### src/rtl/lanzones_mem_arbiter_if.sv
// Bus bundle between the lanzones fetch/load-store requesters, the arbiter and the memory model.
// The master modport is the arbiter side; slave is the requesters plus memory.
interface lanzones_mem_arbiter_if #(
  parameter int unsigned AW = 32,
  parameter int unsigned DW = 32
);
  logic          IReq;
  logic [AW-1:0] IAddr;
  logic          IGnt;
  logic          IVld;
  logic [DW-1:0] IData;
  logic          IErr;

  logic          DReq;
  logic [AW-1:0] DAddr;
  logic [DW-1:0] DWData;
  logic          DWEn;
  logic          DGnt;
  logic          DVld;
  logic [DW-1:0] DData;
  logic          DErr;

  logic          RRdy;
  logic [AW-1:0] RAddr;
  logic [DW-1:0] RWData;
  logic          RWEn;
  logic          RVld;
  logic [DW-1:0] RData;

  logic          Busy;

  modport master (
    input  IReq, IAddr, DReq, DAddr, DWData, DWEn, RVld, RData,
    output IGnt, IVld, IData, IErr, DGnt, DVld, DData, DErr,
    output RRdy, RAddr, RWData, RWEn, Busy
  );

  modport slave (
    output IReq, IAddr, DReq, DAddr, DWData, DWEn, RVld, RData,
    input  IGnt, IVld, IData, IErr, DGnt, DVld, DData, DErr,
    input  RRdy, RAddr, RWData, RWEn, Busy
  );
endinterface

### src/rtl/lanzones_mem_arbiter.sv
// Round-robin arbiter sharing one memory port between fetch (I) and load/store (D),
// one transaction in flight, with a watchdog that aborts accesses hung in WAIT.
module lanzones_mem_arbiter #(
  parameter int unsigned AW      = 32,
  parameter int unsigned DW      = 32,
  parameter int unsigned TIMEOUT = 16
) (
  input  logic                  clk,
  input  logic                  rstn,
  lanzones_mem_arbiter_if.master bus
);

  localparam int unsigned WDW = (TIMEOUT > 0) ? $clog2(TIMEOUT + 1) : 1;

  typedef enum logic [1:0] {
    IDLE  = 2'd0,
    ISSUE = 2'd1,
    WAIT  = 2'd2
  } state_t;

  state_t         state;
  logic           owner_d;
  logic           ptr_d;
  logic           wen_q;
  logic [WDW-1:0] wdog;

  logic           ignt, ivld, ierr, dgnt, dvld, derr;
  logic [DW-1:0]  idata, ddata;
  logic           rrdy, rwen, busy;
  logic [AW-1:0]  raddr;
  logic [DW-1:0]  rwdata;

  logic           pick_d_c;
  logic           both_c;
  logic [WDW-1:0] wdog_nxt_c;
  logic           expire_c;

  // Winner selection and watchdog look-ahead
  always_comb begin
    both_c     = bus.IReq & bus.DReq;
    pick_d_c   = bus.DReq & (~bus.IReq | ptr_d);
    wdog_nxt_c = (&wdog) ? wdog : wdog + WDW'(1);
    expire_c   = (TIMEOUT != 0) && (wdog_nxt_c == WDW'(TIMEOUT));
  end

  always_ff @(posedge clk or negedge rstn) begin
    if (!rstn) begin
      state   <= IDLE;
      owner_d <= 1'b0;
      ptr_d   <= 1'b1;
      wen_q   <= 1'b0;
      wdog    <= '0;
      ignt    <= 1'b0;
      ivld    <= 1'b0;
      ierr    <= 1'b0;
      idata   <= '0;
      dgnt    <= 1'b0;
      dvld    <= 1'b0;
      derr    <= 1'b0;
      ddata   <= '0;
      rrdy    <= 1'b0;
      rwen    <= 1'b0;
      raddr   <= '0;
      rwdata  <= '0;
      busy    <= 1'b0;
    end else begin
      ignt  <= 1'b0;
      ivld  <= 1'b0;
      ierr  <= 1'b0;
      idata <= '0;
      dgnt  <= 1'b0;
      dvld  <= 1'b0;
      derr  <= 1'b0;
      ddata <= '0;
      rrdy  <= 1'b0;
      rwen  <= 1'b0;

      case (state)
        IDLE: begin
          if (bus.IReq | bus.DReq) begin
            owner_d <= pick_d_c;
            wen_q   <= pick_d_c & bus.DWEn;
            raddr   <= pick_d_c ? bus.DAddr : bus.IAddr;
            rwdata  <= pick_d_c ? bus.DWData : '0;
            ignt    <= ~pick_d_c;
            dgnt    <= pick_d_c;
            rrdy    <= 1'b1;
            rwen    <= pick_d_c & bus.DWEn;
            // Only a contested slot moves the pointer, towards the loser
            if (both_c) ptr_d <= ~pick_d_c;
            busy    <= 1'b1;
            state   <= ISSUE;
          end
        end

        ISSUE: begin
          wdog  <= '0;
          state <= WAIT;
        end

        WAIT: begin
          // A response on the expiry edge still counts as a good completion
          if (bus.RVld) begin
            if (owner_d) begin
              dvld  <= 1'b1;
              ddata <= wen_q ? '0 : bus.RData;
            end else begin
              ivld  <= 1'b1;
              idata <= bus.RData;
            end
            wdog  <= '0;
            busy  <= 1'b0;
            state <= IDLE;
          end else if (expire_c) begin
            dvld  <= owner_d;
            derr  <= owner_d;
            ivld  <= ~owner_d;
            ierr  <= ~owner_d;
            wdog  <= '0;
            busy  <= 1'b0;
            state <= IDLE;
          end else begin
            wdog  <= wdog_nxt_c;
          end
        end

        default: begin
          busy  <= 1'b0;
          state <= IDLE;
        end
      endcase
    end
  end

  assign bus.IGnt   = ignt;
  assign bus.IVld   = ivld;
  assign bus.IData  = idata;
  assign bus.IErr   = ierr;
  assign bus.DGnt   = dgnt;
  assign bus.DVld   = dvld;
  assign bus.DData  = ddata;
  assign bus.DErr   = derr;
  assign bus.RRdy   = rrdy;
  assign bus.RAddr  = raddr;
  assign bus.RWData = rwdata;
  assign bus.RWEn   = rwen;
  assign bus.Busy   = busy;

endmodule

### src/flat_wrapper.sv
// flat-port wrapper written by rule: the top's interface ports become plain ports
module lanzones_mem_arbiter_flat 
#(
  parameter int unsigned AW      = 32,
  parameter int unsigned DW      = 32,
  parameter int unsigned TIMEOUT = 16
)
  (clk, rstn, bus_IReq, bus_IAddr, bus_DReq, bus_DAddr, bus_DWData, bus_DWEn, bus_RVld, bus_RData, bus_IGnt, bus_IVld, bus_IData, bus_IErr, bus_DGnt, bus_DVld, bus_DData, bus_DErr, bus_RRdy, bus_RAddr, bus_RWData, bus_RWEn, bus_Busy);
  lanzones_mem_arbiter_if #(.AW(AW), .DW(DW)) bus_i ();
  input  logic clk;
  input  logic rstn;
  input wire logic [$bits(bus_i.IReq)-1:0] bus_IReq;
  input wire logic [$bits(bus_i.IAddr)-1:0] bus_IAddr;
  input wire logic [$bits(bus_i.DReq)-1:0] bus_DReq;
  input wire logic [$bits(bus_i.DAddr)-1:0] bus_DAddr;
  input wire logic [$bits(bus_i.DWData)-1:0] bus_DWData;
  input wire logic [$bits(bus_i.DWEn)-1:0] bus_DWEn;
  input wire logic [$bits(bus_i.RVld)-1:0] bus_RVld;
  input wire logic [$bits(bus_i.RData)-1:0] bus_RData;
  output wire logic [$bits(bus_i.IGnt)-1:0] bus_IGnt;
  output wire logic [$bits(bus_i.IVld)-1:0] bus_IVld;
  output wire logic [$bits(bus_i.IData)-1:0] bus_IData;
  output wire logic [$bits(bus_i.IErr)-1:0] bus_IErr;
  output wire logic [$bits(bus_i.DGnt)-1:0] bus_DGnt;
  output wire logic [$bits(bus_i.DVld)-1:0] bus_DVld;
  output wire logic [$bits(bus_i.DData)-1:0] bus_DData;
  output wire logic [$bits(bus_i.DErr)-1:0] bus_DErr;
  output wire logic [$bits(bus_i.RRdy)-1:0] bus_RRdy;
  output wire logic [$bits(bus_i.RAddr)-1:0] bus_RAddr;
  output wire logic [$bits(bus_i.RWData)-1:0] bus_RWData;
  output wire logic [$bits(bus_i.RWEn)-1:0] bus_RWEn;
  output wire logic [$bits(bus_i.Busy)-1:0] bus_Busy;
  assign bus_i.IReq = bus_IReq;
  assign bus_i.IAddr = bus_IAddr;
  assign bus_i.DReq = bus_DReq;
  assign bus_i.DAddr = bus_DAddr;
  assign bus_i.DWData = bus_DWData;
  assign bus_i.DWEn = bus_DWEn;
  assign bus_i.RVld = bus_RVld;
  assign bus_i.RData = bus_RData;
  assign bus_IGnt = bus_i.IGnt;
  assign bus_IVld = bus_i.IVld;
  assign bus_IData = bus_i.IData;
  assign bus_IErr = bus_i.IErr;
  assign bus_DGnt = bus_i.DGnt;
  assign bus_DVld = bus_i.DVld;
  assign bus_DData = bus_i.DData;
  assign bus_DErr = bus_i.DErr;
  assign bus_RRdy = bus_i.RRdy;
  assign bus_RAddr = bus_i.RAddr;
  assign bus_RWData = bus_i.RWData;
  assign bus_RWEn = bus_i.RWEn;
  assign bus_Busy = bus_i.Busy;
  lanzones_mem_arbiter #(.AW(AW), .DW(DW), .TIMEOUT(TIMEOUT)) u_core (.clk(clk), .rstn(rstn), .bus(bus_i));
endmodule
### config.mk
export PLATFORM = sky130hd
export DESIGN_NAME = lanzones_mem_arbiter_flat
export DESIGN_NICKNAME = d
export VERILOG_FILES = /design/src/rtl/lanzones_mem_arbiter_if.sv /design/src/rtl/lanzones_mem_arbiter.sv /design/src/flat_wrapper.sv
export SDC_FILE = /design/constraint.sdc
export NUM_CORES = 1
export LEC_CHECK = 0
export BUFFER_PORTS_ARGS = -buffer_cell sky130_fd_sc_hd__buf_2
export CAP_MARGIN = 20
export CORE_UTILIZATION = 25
export CTS_CLUSTER_DIAMETER = 100
export DETAILED_ROUTE_END_ITERATION = 8
export GPL_ROUTABILITY_DRIVEN = 0
export PLACE_DENSITY_LB_ADDON = 0.05
export SYNTH_ARGS = -nofsm -noshare
export SYNTH_HDL_FRONTEND = slang
export SYNTH_SLANG_ARGS = --single-unit
### constraint.sdc
create_clock -name clk -period 5.95 [get_ports clk]
set_input_delay 0.595 -clock clk [delete_from_list [all_inputs] [get_ports clk]]
set_output_delay 0.595 -clock clk [all_outputs]
set_load 0.02 [all_outputs]
[After elaboration in Yosys (flattened, before gate mapping)]
Index checks and enable logic that the tools add are counted.
Storage, ports and cells
  register bits after elaboration: 147
  word-level logic and storage cells: 81
  input port bits: 134
Operators by class
  muxes and demuxes: 41
  eq/ne operators: 5
  add/sub/neg operators: 1
  reduce and logical (&&, ||, !) cells: 7
  bitwise logic cells: 9
Operator list (count)
  32-bit 2-to-1 mux: 9
  1-bit 2-to-1 mux: 23
  5-bit 2-to-1 mux: 3
  5-bit case mux with 2 select lines: 1
  2-bit 2-to-1 mux: 3
  2-bit case mux with 3 select lines: 1
  3-bit AND reduction: 2
  5-bit by 1-bit adder with 5-bit output (second input constant): 1
  5-bit equality test (second input constant): 1
  5-bit AND reduction: 1
  1-bit inverter: 4
  2-bit AND reduction: 2
  1-bit bitwise AND: 3
  3-bit by 2-bit != test with 1-bit output (second input constant): 1
  1-bit case mux with 3 select lines: 1
  2-bit by 1-bit equality test with 1-bit output (second input constant): 1
  2-bit equality test (second input constant): 1
  2-bit zero test: 1
  2-bit by 1-bit != test with 1-bit output (second input constant): 1
  1-bit OR: 2
  2-bit nonzero test: 1

[Logic depth before layout (Yosys ltp)]
Gate-level depths: netlist of the first run.
  depth after elaboration: 6
  gate-level depth with buffers: 7

[Worst setup path after synthesis of the first run]
OpenSTA, ideal clock, no wires.
  kind: register -> register
  from: register u_core.wdog[0]
  to: register u_core.state[1]
  path buffers: 0
  period minus slack after synthesis: 1913 ps
  setup slack: 4037 ps
  arrival time: 1788 ps
  stages on the path, launching flop included: 7
  cells stage by stage: dfrtp_1 ha_1 and3_4 nor3b_4 o311ai_4 a22oi_2 mux2_4
On the way
  word-level cells in the longest chain between the ends: 5
  elaborated cells between the ends (all ways): 6
  those cells by class: add/sub (1); eq/ne (2); mux (1); reduce/logical (2)
RTL lines
  from (decl): RTL line lanzones_mem_arbiter.sv:25  | logic [WDW-1:0] wdog;
  from (signal assigned): RTL line lanzones_mem_arbiter.sv:123  | wdog <= wdog_nxt_c;
  5-bit by 1-bit adder with 5-bit output / 5-bit AND reduction (equally long branches): RTL line lanzones_mem_arbiter.sv:42  | wdog_nxt_c = (&wdog) ? wdog : wdog + WDW'(1);
  5-bit 2-to-1 mux *: RTL line lanzones_mem_arbiter.sv:42
  5-bit equality test *: RTL line lanzones_mem_arbiter.sv:43  | expire_c = (TIMEOUT != 0) && (wdog_nxt_c == WDW'(TIMEOUT));
  3-bit by 2-bit != test with 1-bit output (no source line) *
  2-bit AND reduction (no source line) *
  to (signal assigned): RTL line lanzones_mem_arbiter.sv:48  | state <= IDLE;
  to (signal assigned): RTL line lanzones_mem_arbiter.sv:92  | state <= ISSUE;
  to (signal assigned): RTL line lanzones_mem_arbiter.sv:98  | state <= WAIT;
  to (decl): RTL line lanzones_mem_arbiter.sv:21  | state_t state;
Mark *: on every way between the ends. The rest lies on a longest branch, timed or not.
A chain may end at the register's enable or synchronous reset.

[Final worst setup path of the first run]
  from: register u_core.state[1]
  to: register u_core.wen_q
On the way
  word-level cells in the longest chain between the ends: 2
RTL lines
  2-bit zero test: RTL line lanzones_mem_arbiter.sv:78  | case (state)
  2-bit AND reduction (no source line)
  to (signal assigned): RTL line lanzones_mem_arbiter.sv:82  | wen_q <= pick_d_c & bus.DWEn;
  to (decl): RTL line lanzones_mem_arbiter.sv:24  | logic wen_q;
No other way between the ends.

==> impl_metrics.toml, run 1 <==
[clock_tree]
worstSkewPairLatency_ns = 0.41
cts_buffer_depth = 2
numCtsBuffers = 17
root_buffer = "clkbuf_16"
cts_tree = "built"
post_cts_buffers = 0
clock_sinks = 147
clk_pin_slew_ns = 0.06
ctsHtreeMaxLevel = 4
cts_resized = 0
cts_hold_buf = 0

[drt]
vias = 4378
wl_um = 15800
first_iter_violations = 258
firstDrtPassIters = 9
drc = 3
routedWlPerCell_um = 16.0
ant_nets = 0
viasPerCell = 4.41

[sta]
hold_viol_final = 0
post-route-period-util_pct = 39.1
slew_viol_final = 0
rsz0062_at_grt = "no"
fin_crit_ns = 2.33
setup_violations = 0
setup_tns_ns = 0
worst_pin_slew_ns = 0.921
setup_slack_ns = 3.62
fin_skew_ns = 0.0115
relSlewSlack_pct = 38.6
timing.fmax_mhz = 429

[yosys]
ys_types = 38
postSynthCellCount = 436
netlist_area_um2 = 5350
synth-main-ff-cell = "dfrtp_1"
ys_ff_latch = 147
async_flop_share_pct = 100
yosysSeqAreaShare_pct = 68.8
synth_edf_count = 0
avgSynthCellArea_um2 = 12.3
synth_nets = 575
yosysWarnings = 0

[critical_path]
max_stage_delay_ns = 0.57
critPathLaunchType = "flip-flop"
crit_chain = "inv_1 > ha_1 > nand2_1 > a21oi_4 > buf_4 > and2_1 > a21o_1"
crit_required_ns = 6.29
cp_slowest_cell = "buf_4"
critPathKind = "flip-flop to flip-flop"
path_max_fanout = 57
crit_buf_inv = 2
cp.arrival_ns = 2.67
cp_top_family = "buffers and inverters"
end_kind = "flip-flop"

[run_status]
status = "complete, but fails checks"
violations = "design-rule violations"

[placed_design]
hpwl_um = 10800
place_ws_ns = 3.65
portBuffers = 270

[pwr]
p_int_mw = 2.40
p_clk_share_pct = 29.7
seq_power_share_pct = 36.4
p_per_area_nw_per_um2 = 494
ir_drop_mv = 0.209
comb_power_share_pct = 33.9
swShare_pct = 36.3
p_sw_mw = 1.37
leakagePower_nw = 4.21

[die]
chipWidth_um = 148
die_h_um = 148
core_um2 = 21000
start_util_pct = 25.4
dieArea_um2 = 22000
rows = 53
ios = 271

[worst_hold_path]
hold_path.class = "input port to asynchronous set/reset pin"

[layout]
nets = 843
syn2layout_area_growth_pct = 42.7
drive_above_1_share_pct = 44.6
fill_cells = 2104

[grt]
grt_overflow = 0
antenna_found_initial = 1
grt.total_usage_pct = 14.6
grt_pass1_vias = 4301
grt_start_max_net_pins = 78
grt_pass1_wl_um = 24300

[flow_run]
maxCapViolations = 0
-- metal layers --
| metal | GRT usage [%] | vias to the layer above | wire length [µm] |
|---|---|---|---|
| met1 | 17.8 | 2161 | 6580 |
| li1 | - | 2050 | - |
| met2 | 24.5 | 148 | 8090 |
| met4 | 5.88 | 0 | 307 |
| met3 | 3.96 | 19 | 848 |
| met5 | 0 | - | 0 |
-- power groups by stage --
| stage | logic [mW] | clock network, mW | registers (mW) |
|---|---|---|---|
| CTS | 1.30 | 1.16 | 1.38 |
| detailed placement | 1.30 | 0 | 1.39 |
| finish | 1.28 | 1.12 | 1.38 |
| global route | 1.39 | 1.21 | 1.41 |
| global placement | 1.28 | 0 | 1.39 |
| floorplan | 0.540 | 0 | 1.66 |
-- layout make-up --
cell class / count / area, µm² / share of cell area, %
sequential: 147 / 3680 / 48.2
multi-input combinational: 223 / 1440 / 18.9
timing repair buffer: 277 / 1410 / 18.5
clock buffer: 18 / 429 / 5.62
tap: 275 / 344 / 4.51
clock inverter: 12 / 181 / 2.38
inverter: 38 / 143 / 1.87
antenna: 2 / 5.00 / 0.0656
-- metrics by stage --
step	hold WS [ns]	util [%]	std cells	power [mW]	cell area, µm²
2_1_floorplan	0.299	-	436	2.20	5350
3_3_place_gp	0.483	33.4	960	2.67	7020
3_5_place_dp	0.487	33.4	960	2.69	7020
4_1_cts	0.228	36.3	990	3.84	7630
5_1_grt	0.234	36.3	991	4.01	7630
6_report	0.202	36.3	992	3.77	7630
-- synthesized netlist by cell type (2+ instances only) --
library cell / number / area share [%]
o21ai_0: 4 / 0.37
dfrtp_1: 146 / 68
nor2_1: 68 / 4.8
inv_1: 38 / 2.7
clkbuf_1: 22 / 1.5
o21ai_1: 2 / 0.19
a222oi_1: 32 / 6.0
nand2_1: 40 / 2.8
buf_1: 2 / 0.14
nor3_1: 3 / 0.28
ha_1: 5 / 1.2
nand3_1: 4 / 0.37
a21o_1: 2 / 0.28
buf_2: 4 / 0.37
a21oi_1: 10 / 0.94
a22o_1: 32 / 5.2
-- flip-flops by register name (all words and copies together) (netlist names), 2 cells and up --
name,flops
u_core.bus.RAddr,32
u_core.bus.RWData,32
u_core.bus.DData,32
u_core.state,2
u_core.bus.IData,32
u_core.wdog,5
-- layout by cell type, fill, tap and decap left out, types with 2 or more instances in the layout --
master	n
nor3_1	3
a22o_1	32
dfrtp_1	146
diode_2	2
clkinv_2	2
clkinv_4	3
a222oi_1	32
a21oi_1	8
bufinv_16	4
inv_1	38
o21ai_0	4
nor2_1	68
buf_2	269
nand3_1	4
buf_4	7
ha_1	5
clkbuf_16	17
nand2_1	40
a21o_1	2
inv_6	2
-- final timing paths --
| kind | from | endpoint | slack, ns | cells after the start |
|---|---|---|---|---|
| setup reg to reg | u_core.state[1]$_DFFE_PN0P_ | u_core.wen_q$_DFFE_PN0P_ | 3.62 | 7 |
| hold / removal | rstn | u_core.bus.DData[8]$_DFF_PN0_ | 0.20 | 1 |
| min in group clk | bus_IAddr[24] | u_core.bus.RAddr[24]$_DFFE_PN0P_ | 0.38 | 3 |
| setup / recovery | u_core.state[1]$_DFFE_PN0P_ | u_core.wen_q$_DFFE_PN0P_ | 3.62 | 7 |
| hold reg to reg | u_core.wen_q$_DFFE_PN0P_ | u_core.wen_q$_DFFE_PN0P_ | 0.49 | 1 |
| max in group asynchronous | rstn | u_core.bus.DVld$_DFF_PN0_ | 4.29 | 2 |
-- logic make-up after synthesis --
group                      Yosys count  share of synthesized area (%)
DFF                                147                           68.8
and+or+nand+nor                    127                           10.2
AOI/OAI and AO/OA                   89                           14.6
buffers and inverters               66                           4.73
adders and majority gates            5                           1.17
xor gates and xnor gates             1                          0.164
muxes                                1                          0.281
No activity file was read; power rests on OpenSTA's default activity.
==> run 2, diff against run 1 <==
Clock period 5.95 ns to 2.4 ns, I/O delays scaled along.
==> run 2 against run 1 <==
  * The run now ends clean
  * Sequential power rose by 150%
  * Via count fell by 0.14%
  * Count of clock-buffer cells in the layout increased by 1
  * Worst setup slack lost 3.3 ns
  * Die area is the same
  * Hold slack worse by 0.17 ns
  * Combinational power rose to 2.5 times the previous value
  * Critical path depth shrank 1
  * Design area rose by 0.79%
  * Register-to-register slack worse by 3.3 ns
  * Largest cell class unchanged
==> impl_metrics.toml, run 2 (synthesis gave the netlist of run 1 again) <==
[critical_path]
end_kind = "flip-flop"
critPathKind = "flip-flop to flip-flop"
crit_required_ns = 2.69
reg2reg_to = "u_core.state[1]$_DFFE_PN0P_"
critPathLaunchType = "flip-flop"
rr_startpoint = "u_core.wdog[0]$_DFFE_PN0P_"
crit_chain = "ha_1 > and3_4 > nor3b_4 > o311ai_4 > a22oi_2 > mux2_4"
cp.arrival_ns = 2.35
max_stage_delay_ns = 0.46
cp_slowest_cell = "dfrtp_1"
reg2regPathDepth = 6
r2r_slack_ns = 0.35
path_max_fanout = 7

[sta]
setup_tns_ns = 0
setup_violations = 0
timing.fmax_mhz = 487
hold_viol_final = 0
rsz0062_at_grt = "no"
slew_viol_final = 0
relSlewSlack_pct = 67.1
fin_crit_ns = 2.05
worst_pin_slew_ns = 0.493
fin_skew_ns = 0.0156
setup_slack_ns = 0.348
post-route-period-util_pct = 85.5

[worst_hold_path]
hold_path.class = "input port to flip-flop"
whs_path_depth = 3
min_to = "u_core.bus.RAddr[15]$_DFFE_PN0P_"
min_from = "bus_IAddr[15]"

[layout]
antennaDiodeCount = 0
layout_common_cells = "269 x buf_2, 146 x dfrtp_1, 68 x nor2_1"
final_common_cell = "buf_2"
final_cells = 999
fill_cells = 2084
drive_above_1_share_pct = 45.2
syn2layout_area_growth_pct = 43.9
nets = 850
final_area_um2 = 7690

[clock_tree]
root_buffer = "clkbuf_16"
post_cts_buffers = 0
cts_buffer_depth = 2
cts_resized = 0
numCtsBuffers = 17
clk_pin_slew_ns = 0.07
cts_hold_buf = 1
clock_sinks = 147
worstSkewPairLatency_ns = 0.42
cts_tree = "built"
ctsHtreeMaxLevel = 4

[drt]
routedWlPerCell_um = 15.6
wl_um = 15600
firstDrtPassIters = 8
ant_nets = 0
vias = 4372
drc = 0
first_iter_violations = 275
viasPerCell = 4.38

[pwr]
p_clk_share_pct = 27.7
p_per_area_nw_per_um2 = 1200
comb_power_share_pct = 35.3
leakagePower_nw = 4.24
ir_drop_mv = 0.431
seq_power_share_pct = 37.0
swShare_pct = 37.2
p_sw_mw = 3.42
p_int_mw = 5.78

[grt]
grt.total_usage_pct = 14.5
grt_overflow = 0
grt_pass1_vias = 4403
grt_pass1_wl_um = 24300
grt_start_max_net_pins = 57
antenna_found_initial = 0

[die]
start_util_pct = 25.4
rows = 53
chipWidth_um = 148
die_h_um = 148
core_um2 = 21000
ios = 271
dieArea_um2 = 22000

[placed_design]
hpwl_um = 11000
portBuffers = 270
place_ws_ns = 0.351
dp_cells = 965
post_dp_cell_area_um2 = 7090

[flow_run]
maxCapViolations = 0

[run_status]
status = "completed"
run 2: cell count changes in the layout (fill, tap and decap cells not counted), sizes merged:
cell / change
buf: +6
bufinv: -3
clkinvlp: +2
diode: -2
inv: +2
clkbuf: +1
dlygate4sd3: +1
run 2: stage by stage:
stage          power (mW)  hold slack [ns]  util [%]
2_1_floorplan        5.46          -0.0556         -
3_3_place_gp         6.68            0.209      33.7
3_5_place_dp         6.71            0.211      33.7
4_1_cts              9.32           0.0114      36.5
5_1_grt              9.82           0.0207      36.6
6_report             9.20           0.0327      36.6
run 2: worst max path at each step:
stage / startpoint / to / slack, ns / cells past startpoint
6_report: u_core.wdog[0]$_DFFE_PN0P_ / u_core.state[1]$_DFFE_PN0P_ / 0.35 / 6
5_1_grt: u_core.wdog[0]$_DFFE_PN0P_ / u_core.state[1]$_DFFE_PN0P_ / 0.18 / 6
3_5_place_dp: u_core.wdog[0]$_DFFE_PN0P_ / u_core.state[1]$_DFFE_PN0P_ / 0.35 / 6
2_1_floorplan: u_core.wdog[0]$_DFFE_PN0P_ / u_core.state[1]$_DFFE_PN0P_ / 0.49 / 6
4_1_cts: u_core.wdog[0]$_DFFE_PN0P_ / u_core.state[1]$_DFFE_PN0P_ / 0.34 / 6
3_3_place_gp: u_core.wdog[0]$_DFFE_PN0P_ / u_core.state[1]$_DFFE_PN0P_ / 0.38 / 6
run 2: metal layers:
metal	share of wire [%]	track usage, %
met1	42	18.1
met3	5.6	3.68
met2	51	24.0
met5	0	0
met4	2.2	5.82
run 2: critical path: cells and delay by family, from the launching register on:
family	cells	cell delay, ns
flops	1	0.46
mux	1	0.31
fa+ha+maj	1	0.31
simple gates	2	0.38
compound gates	2	0.47
run 2: area by class of cell:
| type | instances | area (µm²) | area share, % |
|---|---|---|---|
| Sequential cell | 147 | 3680 | 47.8 |
| Timing Repair Buffer | 284 | 1520 | 19.7 |
| Multi-Input combinational cell | 223 | 1440 | 18.7 |
| Clock buffer | 19 | 443 | 5.76 |
| Tap cell | 275 | 344 | 4.47 |
| Inverter | 38 | 143 | 1.85 |
| Clock inverter | 13 | 128 | 1.66 |
run 2: power groups by stage:
stage                     sequential (mW)  clock [mW]  combinational, mW
final                                3.40        2.54               3.25
after global routing                 3.49        2.76               3.57
after CTS                            3.41        2.64               3.27
after detailed placement             3.44           0               3.26
after global placement               3.44           0               3.24
after floorplan                      4.13           0               1.34
